### src/rtl/tmds_pkg.sv
// Shared TMDS constants and helpers for the DVI encoder channels.
// Control codes are listed LSB-last; bit 0 is the first bit on the wire.
package tmds_pkg;

  localparam int TMDS_W = 10;

  localparam logic [TMDS_W-1:0] CTRL_CODE_00 = 10'b1101010100;
  localparam logic [TMDS_W-1:0] CTRL_CODE_01 = 10'b0010101011;
  localparam logic [TMDS_W-1:0] CTRL_CODE_10 = 10'b0101010100;
  localparam logic [TMDS_W-1:0] CTRL_CODE_11 = 10'b1010101011;

  function automatic logic [3:0] popcount8(input logic [7:0] d);
    logic [3:0] n;
    n = '0;
    for (int i = 0; i < 8; i++) begin
      n = n + {3'b000, d[i]};
    end
    return n;
  endfunction

  function automatic logic [TMDS_W-1:0] ctrl_code(input logic [1:0] c);
    logic [TMDS_W-1:0] code;
    case (c)
      2'b00:   code = CTRL_CODE_00;
      2'b01:   code = CTRL_CODE_01;
      2'b10:   code = CTRL_CODE_10;
      default: code = CTRL_CODE_11;
    endcase
    return code;
  endfunction

endpackage

### src/rtl/tmds_encoder_dvi.sv
// One DVI TMDS channel: transition-minimising stage followed by a DC-balancing
// stage that tracks running disparity; two register stages end to end.
module tmds_encoder_dvi
  import tmds_pkg::*;
#(
  parameter int BIAS_W = 5
) (
  input  logic                     clk_pix,
  input  logic                     rst,
  input  logic                     de,
  input  logic [7:0]               data_in,
  input  logic [1:0]               ctrl_in,
  output logic [TMDS_W-1:0]        tmds,
  output logic signed [BIAS_W-1:0] bias
);

  localparam logic signed [BIAS_W-1:0] EIGHT = BIAS_W'(8);
  localparam logic signed [BIAS_W-1:0] TWO   = BIAS_W'(2);

  // Signed (ones - zeros) of an 8-bit word given its popcount: 2*n1 - 8.
  function automatic logic signed [BIAS_W-1:0] ones_minus_zeros(input logic [3:0] n1);
    logic signed [BIAS_W-1:0] n;
    n = $signed({{(BIAS_W-4){1'b0}}, n1});
    return (n <<< 1) - EIGHT;
  endfunction

  // ---- stage 0 -> 1: transition minimisation ----
  logic [3:0] n1_p0;
  logic       use_xnor_p0;
  logic [8:0] q_m_p0;

  always_comb begin
    n1_p0       = popcount8(data_in);
    use_xnor_p0 = (n1_p0 > 4'd4) || ((n1_p0 == 4'd4) && !data_in[0]);
    q_m_p0      = '0;
    q_m_p0[0]   = data_in[0];
    for (int i = 1; i < 8; i++) begin
      q_m_p0[i] = use_xnor_p0 ? ~(q_m_p0[i-1] ^ data_in[i]) : (q_m_p0[i-1] ^ data_in[i]);
    end
    q_m_p0[8] = ~use_xnor_p0;
  end

  logic [8:0] q_m_p1;
  logic       de_p1;
  logic [1:0] ctrl_p1;

  always_ff @(posedge clk_pix or posedge rst) begin
    if (rst) begin
      q_m_p1  <= '0;
      de_p1   <= 1'b0;
      ctrl_p1 <= 2'b00;
    end else begin
      q_m_p1  <= q_m_p0;
      de_p1   <= de;
      ctrl_p1 <= ctrl_in;
    end
  end

  // ---- stage 1 -> 2: DC balance / control insertion ----
  logic signed [BIAS_W-1:0] diff_p1;
  logic signed [BIAS_W-1:0] bias_next_p1;
  logic [TMDS_W-1:0]        tmds_next_p1;
  logic                     q8_p1;
  logic                     bias_zero_p1, bias_neg_p1, bias_pos_p1;
  logic                     diff_zero_p1, diff_neg_p1, diff_pos_p1;

  always_comb begin
    q8_p1        = q_m_p1[8];
    diff_p1      = ones_minus_zeros(popcount8(q_m_p1[7:0]));
    bias_zero_p1 = (bias == '0);
    bias_neg_p1  = bias[BIAS_W-1];
    bias_pos_p1  = !bias_zero_p1 && !bias_neg_p1;
    diff_zero_p1 = (diff_p1 == '0);
    diff_neg_p1  = diff_p1[BIAS_W-1];
    diff_pos_p1  = !diff_zero_p1 && !diff_neg_p1;
    tmds_next_p1 = ctrl_code(ctrl_p1);
    bias_next_p1 = '0;
    if (de_p1) begin
      if (bias_zero_p1 || diff_zero_p1) begin
        tmds_next_p1 = {~q8_p1, q8_p1, q8_p1 ? q_m_p1[7:0] : ~q_m_p1[7:0]};
        bias_next_p1 = q8_p1 ? (bias + diff_p1) : (bias - diff_p1);
      end else if ((bias_pos_p1 && diff_pos_p1) || (bias_neg_p1 && diff_neg_p1)) begin
        // Invert the payload to pull disparity back toward zero.
        tmds_next_p1 = {1'b1, q8_p1, ~q_m_p1[7:0]};
        bias_next_p1 = bias + (q8_p1 ? TWO : '0) - diff_p1;
      end else begin
        tmds_next_p1 = {1'b0, q8_p1, q_m_p1[7:0]};
        bias_next_p1 = bias + diff_p1 - (q8_p1 ? '0 : TWO);
      end
    end
  end

  always_ff @(posedge clk_pix or posedge rst) begin
    if (rst) begin
      tmds <= CTRL_CODE_00;
      bias <= '0;
    end else begin
      tmds <= tmds_next_p1;
      bias <= bias_next_p1;
    end
  end

endmodule

### config.mk
export PLATFORM = sky130hd
export DESIGN_NAME = tmds_encoder_dvi
export DESIGN_NICKNAME = d
export VERILOG_FILES = /design/src/rtl/tmds_pkg.sv /design/src/rtl/tmds_encoder_dvi.sv
export SDC_FILE = /design/constraint.sdc
export NUM_CORES = 1
export LEC_CHECK = 0
export ABC_AREA = 1
export ABC_CLOCK_PERIOD_IN_PS = 4300
export BUFFER_PORTS_ARGS = -buffer_cell sky130_fd_sc_hd__buf_2
export CAP_MARGIN = 5
export CORE_ASPECT_RATIO = 0.8
export CORE_MARGIN = 3
export CORE_UTILIZATION = 34
export DETAILED_ROUTE_END_ITERATION = 10
export PLACE_DENSITY_LB_ADDON = 0.05
export SLEW_MARGIN = 25
export SYNTH_ARGS = -nofsm -noshare
export SYNTH_HDL_FRONTEND = slang
export SYNTH_SLANG_ARGS = --single-unit
### constraint.sdc
create_clock -name clk_pix -period 4.3 [get_ports clk_pix]
set_input_delay 0.215 -clock clk_pix [delete_from_list [all_inputs] [get_ports clk_pix]]
set_output_delay 0.215 -clock clk_pix [all_outputs]
set_load 0.02 [all_outputs]
# Word level (Yosys, flattened, before mapping)
# Cells that the tools add are included.
[op_classes] n_addsub=21 n_lt_le_gt_ge=1 n_eq_ne=3 mux=18 n_bitwise=17 n_reduce_logical=16
[ops] op="4-bit by 1-bit adder with 4-bit output" n=8
[ops] op="10-bit two-way mux" n=3
[ops] op="10-bit case mux with 3 select lines" n=1
[ops] op="5-bit two-way mux" n=4
[ops] op="5-bit adder" n=2
[ops] op="5-bit zero test" n=2
[ops] op="5-bit subtractor" n=2
[ops] op="1-bit NOT" n=9
[ops] op="3-bit by 1-bit adder with 4-bit output" n=2
[ops] op="8-bit two-way mux" n=1
[ops] op="8-bit NOT" n=1
[ops] op="1-bit two-way mux" n=7
[ops] op="1-bit XOR" n=7
[ops] op="2-bit by 1-bit adder with 3-bit output" n=2
[ops] op="5-bit by 2-bit adder with 5-bit output" n=1
[ops] op="1-bit logical AND" n=5
[ops] op="1-bit zero test" n=5
[ops] op="5-bit by 2-bit subtractor with 5-bit output" n=1
[ops] op="5-bit subtractor (second input constant)" n=1
[ops] op="1-bit by 1-bit adder with 2-bit output" n=2
[ops] op="4-bit by 3-bit equality test with 1-bit output (second input constant)" n=1
[ops] op="4-bit by 3-bit greater-than comparator with 1-bit output (second input constant)" n=1
[ops] op="2-bit two-way mux" n=2
[ops] op="1-bit logical OR" n=3
[ops] op="3 further kinds" n=3
[word_totals] regBits=27 inputBits=13 output_inout_bits=15 elab_cells=81

# Logic depth before layout (Yosys ltp)
[depth] depth_word=29 ltp_mapped=22 ltp_nobuf=22

# Worst setup path after synthesis
# No wires, ideal clock.
[synth_path] kind="flip-flop to flip-flop" from="reg q_m_p1[0]" to="reg bias[4]" setup_ns=0.117 arrival_ns=3.893 required_time_ns=4.183 path_slack_ns=0.290 stages_incl_launch_ff=23 n_path_buf=0 period_less_slack_ns=4.010 path_cell_list="dfrtp_1 fa_1 inv_1 fa_1 fa_1 inv_1 ha_1 inv_1 fa_1 inv_1 nand2_1 and2_1 ha_1 inv_1 ha_1 a21oi_1 nand2_1 nand2_1 nand3_1 nand2_1 nand2_1 nand2_1 nor2_1"
[synth_between] elab_chain_len=16 word_cells_on_any_way=25 classes_between="add/sub (13); mux (4); reduce/logical (8)"
[synth_rtl] item="from (decl)" line="tmds_encoder_dvi.sv:43" rtl="logic [8:0] q_m_p1;"
[synth_rtl] item="from (signal assigned)" line="tmds_encoder_dvi.sv:53" rtl="q_m_p1 <= q_m_p0;"
[synth_rtl] item="1-bit by 1-bit adder with 2-bit output *" line="tmds_pkg.sv:16" rtl="n = n + {3'b000, d[i]};"
[synth_rtl] item="2-bit by 1-bit adder with 3-bit output *" line="tmds_pkg.sv:16"
[synth_rtl] item="3-bit by 1-bit adder with 4-bit output *" line="tmds_pkg.sv:16"
[synth_rtl] item="4-bit by 1-bit adder with 4-bit output * (4 in series)" line="tmds_pkg.sv:16"
[synth_rtl] item="5-bit subtractor *" line="tmds_encoder_dvi.sv:24" rtl="return (n <<< 1) - EIGHT;"
[synth_rtl] item="branches (longest 6 deep; another with 5-bit adder)"
[synth_rtl] item="5-bit two-way mux *" line="tmds_encoder_dvi.sv:79" rtl="if (bias_zero_p1 || diff_zero_p1) begin"
[synth_rtl] item="5-bit two-way mux *" line="tmds_encoder_dvi.sv:78" rtl="if (de_p1) begin"
[synth_rtl] item="via bias_next_p1[4]" line="tmds_encoder_dvi.sv:61" rtl="logic signed [BIAS_W-1:0] bias_next_p1;"
[synth_rtl] item="to (signal assigned)" line="tmds_encoder_dvi.sv:99" rtl="bias <= bias_next_p1;"
[synth_rtl] item="to (decl)" line="tmds_encoder_dvi.sv:14" rtl="output logic signed [BIAS_W-1:0] bias"
# Mark *: on every way through the listed nets, which the timed path passes.

# Final worst setup path
[layout_path] from="reg q_m_p1[0]" to="reg bias[3]"
# Same word-level chain as after synthesis.

==> run summary <==
status = complete, but fails checks
failing checks = hold timing
boundary pin count = 28
Synth Area in XOR/XNOR = 0.0506
Iter 0 DRT Violations = 58
Setup crit start = q_m_p1[0]
core area = 0.00616 mm²
R2R cell count = 14
1st-pass router iterations = 4
Worst-path clk slew = 90 ps
# rows = 25
Total Wirelength = 4.54 mm
layout cells sized above 1 = 0.232
chip height = 78.8 µm
synth unique cells = 23
maxcap violations = 0
Critical Path Start Type = flop
Final min period = 4160 ps
Max stage delay on crit path = 670 ps
post-synthesis mux area share = 0
Vias = 1722
Detail Placement HPWL = 3.74 mm
Mapped Area = 0.00225 mm²
Synth Area in Simple Gates = 0.226
Hold Path Class = in -> async
Syn Area/Cell = 8.01 µm²
Setup Skew = 4.52 ps
Setup TNS Final = 0 ps
CTS max path bufs = 2
GR Overflow Total = 0
RSZ-0062 raised after global routing = true
Max Fclk = 240 MHz
cts-stage hold buffer count = 0
largest net degree at the start of global routing = 27
Num CTS Buffers = 3
vias in the first global route = 1581
Hold Fails Final Rpt = 21
Crit path required time = 4510 ps
post-synthesis sequential area ratio = 0.292
FF-to-FF End = bias[3]
FF-to-FF setup slack = 140 ps
Die Span X = 96.9 µm
routability cong. = 0.826
port buffer count = 26
fillers = 631
CP cell instances = fa_1 -> inv_1 -> fa_1 -> fa_1 -> inv_1 -> ha_2 -> inv_1 -> fa_2 -> ha_4 -> fa_2 -> xor2_1 -> o211ai_1 -> nand2_1 -> nor2_1
Fin Hold WS = -21.0 ps
area growth from synthesis to final layout = 20.6%
most frequent cells in the layout = nand2_1 (72), inv_1 (63), nand3_1 (29), buf_2 (26), dfrtp_1 (21)
final setup margin = 139 ps
clk_lat worst skew = 270 ps
Max Transition Viols Final = 0
Gate Count Post-Synth = 281
initial antenna violation count = 0
Crit path max-delay family = adder cells
WL per Instance = 11.5 µm
H-tree depth = 1
root buffer cell = clkbuf_8
fin crit share = 0.968
Vias per Instance = 4.35
DRC = 0
Detail Route Antenna Nets = 0
gr usage total = 0.121
Setup crit end kind = flop
Arrival @ worst endpoint = 4370 ps
worst path buffer plus inverter count = 3
Final Setup Violations = 0
slowest CP cell = fa_2
CTS tree = yes
largest family of logic cells by synthesized area = adder cells
first-pass GRT wire length = 7.62 mm
DP Worst Slack = -17.7 ps
most common cell after layout, fill and taps aside = nand2_1
#FFs+latches synth = 26
post-synthesis adder-cell area fraction = 0.255
DIE AREA = 0.00763 mm²
Initial Util = 0.365
post-synthesis compound-gate area fraction = 0.0523
ant diodes = 0
CP max FO = 5
slew at the pin closest to its max-slew limit = 633 ps
warnings from Yosys = 0
Final #Nets = 367
Reg-to-Reg Start = q_m_p1[0]
synthesized net count = 332
slew margin rel. = 0.574
clock sink count = 26
Crit Path Category = reg -> reg
==> layer usage <==
layer,vias to the layer above,global-route usage,wire length (µm)
li1,913,-,-
met5,-,0,0
met3,2,0.0246,194
met1,780,0.182,2440
met2,27,0.179,1870
met4,0,0.0252,36
==> through the flow <==
stage | hold WS [ps] | instances | area, µm² | utilization
6_report | -21.0 | 396 | 2710 | 0.440
5_1_grt | 27.7 | 396 | 2710 | 0.440
4_1_cts | 32.9 | 394 | 2560 | 0.416
3_5_place_dp | 325 | 389 | 2480 | 0.403
3_3_place_gp | 324 | 389 | 2480 | 0.403
2_1_floorplan | 246 | 281 | 2250 | -
==> layout make-up <==
| type | instances | area (µm²) | share of cell area |
|---|---|---|---|
| Tap cell | 81 | 101 | 0.0374 |
| Sequential cell | 26 | 657 | 0.242 |
| Timing Repair Buffer | 32 | 175 | 0.0646 |
| Inverter | 68 | 255 | 0.0941 |
| Clock inverter | 1 | 30.0 | 0.0111 |
| Multi-Input combinational cell | 185 | 1450 | 0.536 |
| Clock buffer | 3 | 41.3 | 0.0152 |
==> cells by family (layout without fill, tap and decap cells) <==
family | count (synthesis) | count (layout)
xor gates and xnor gates | 13 | 13
and+or+nand+nor | 115 | 115
AOI/OAI and AO/OA | 18 | 18
DFF | 26 | 26
adders and majority gates | 38 | 38
other | 1 | 1
buffers and inverters | 70 | 104
==> what timing repair did <==
action | in CTS | in global routing
pin swaps | 0 | 10
resized for setup | 1 | 25
endpoints found under the setup margin | 3 | 8
hold endpoints to repair | 0 | 0
buffers inserted | 1 | 2
==> synthesized netlist by cell type <==
| master | instances | area [µm²] |
|---|---|---|
| nand2_1 | 72 | 270 |
| inv_1 | 65 | 244 |
| nand3_1 | 29 | 145 |
| ha_1 | 25 | 313 |
| dfrtp_1 | 21 | 526 |
| fa_1 | 13 | 260 |
| o21ai_0 | 8 | 40.0 |
| nor2_1 | 7 | 26.3 |
| xor2_1 | 7 | 61.3 |
| a21oi_1 | 6 | 30.0 |
| xnor2_1 | 6 | 52.6 |
| dfstp_2 | 5 | 131 |
| inv_2 | 3 | 11.3 |
| nand2_2 | 2 | 12.5 |
| nand2_4 | 2 | 22.5 |
| o211ai_1 | 2 | 15.0 |
| o21ai_4 | 2 | 32.5 |
| and2_1 | 1 | 6.26 |
| buf_4 | 1 | 7.51 |
| clkbuf_8 | 1 | 13.8 |
| conb_1 | 1 | 3.75 |
| nand3_4 | 1 | 17.5 |
| nand3b_1 | 1 | 7.51 |
==> sequential cells by signal (all words and copies together), names as in the netlist <==
name,count
tmds,10
q_m_p1,9
bias,4
ctrl_p1,2
de_p1,1
==> worst register-to-register path: stages (launching register included) <==
cell      delay, ps
dfrtp_1         410
fa_1            540
inv_1            50
fa_1            490
fa_1            410
inv_1            70
ha_2            160
inv_1            60
fa_2            670
ha_4            250
fa_2            390
xor2_1          170
o211ai_1        270
nand2_1          90
nor2_1           90
==> worst max-delay path by stage <==
stage / to / cells after the start
3_3_place_gp: bias[4] / 19
4_1_cts: bias[4] / 19
6_report: bias[3] / 14
2_1_floorplan: bias[4] / 22
3_5_place_dp: bias[3] / 14
5_1_grt: bias[4] / 22
Power is left out: the tool's default activity adds up to more than one toggle a clock period on the data nets, which glitch-free logic cannot reach.
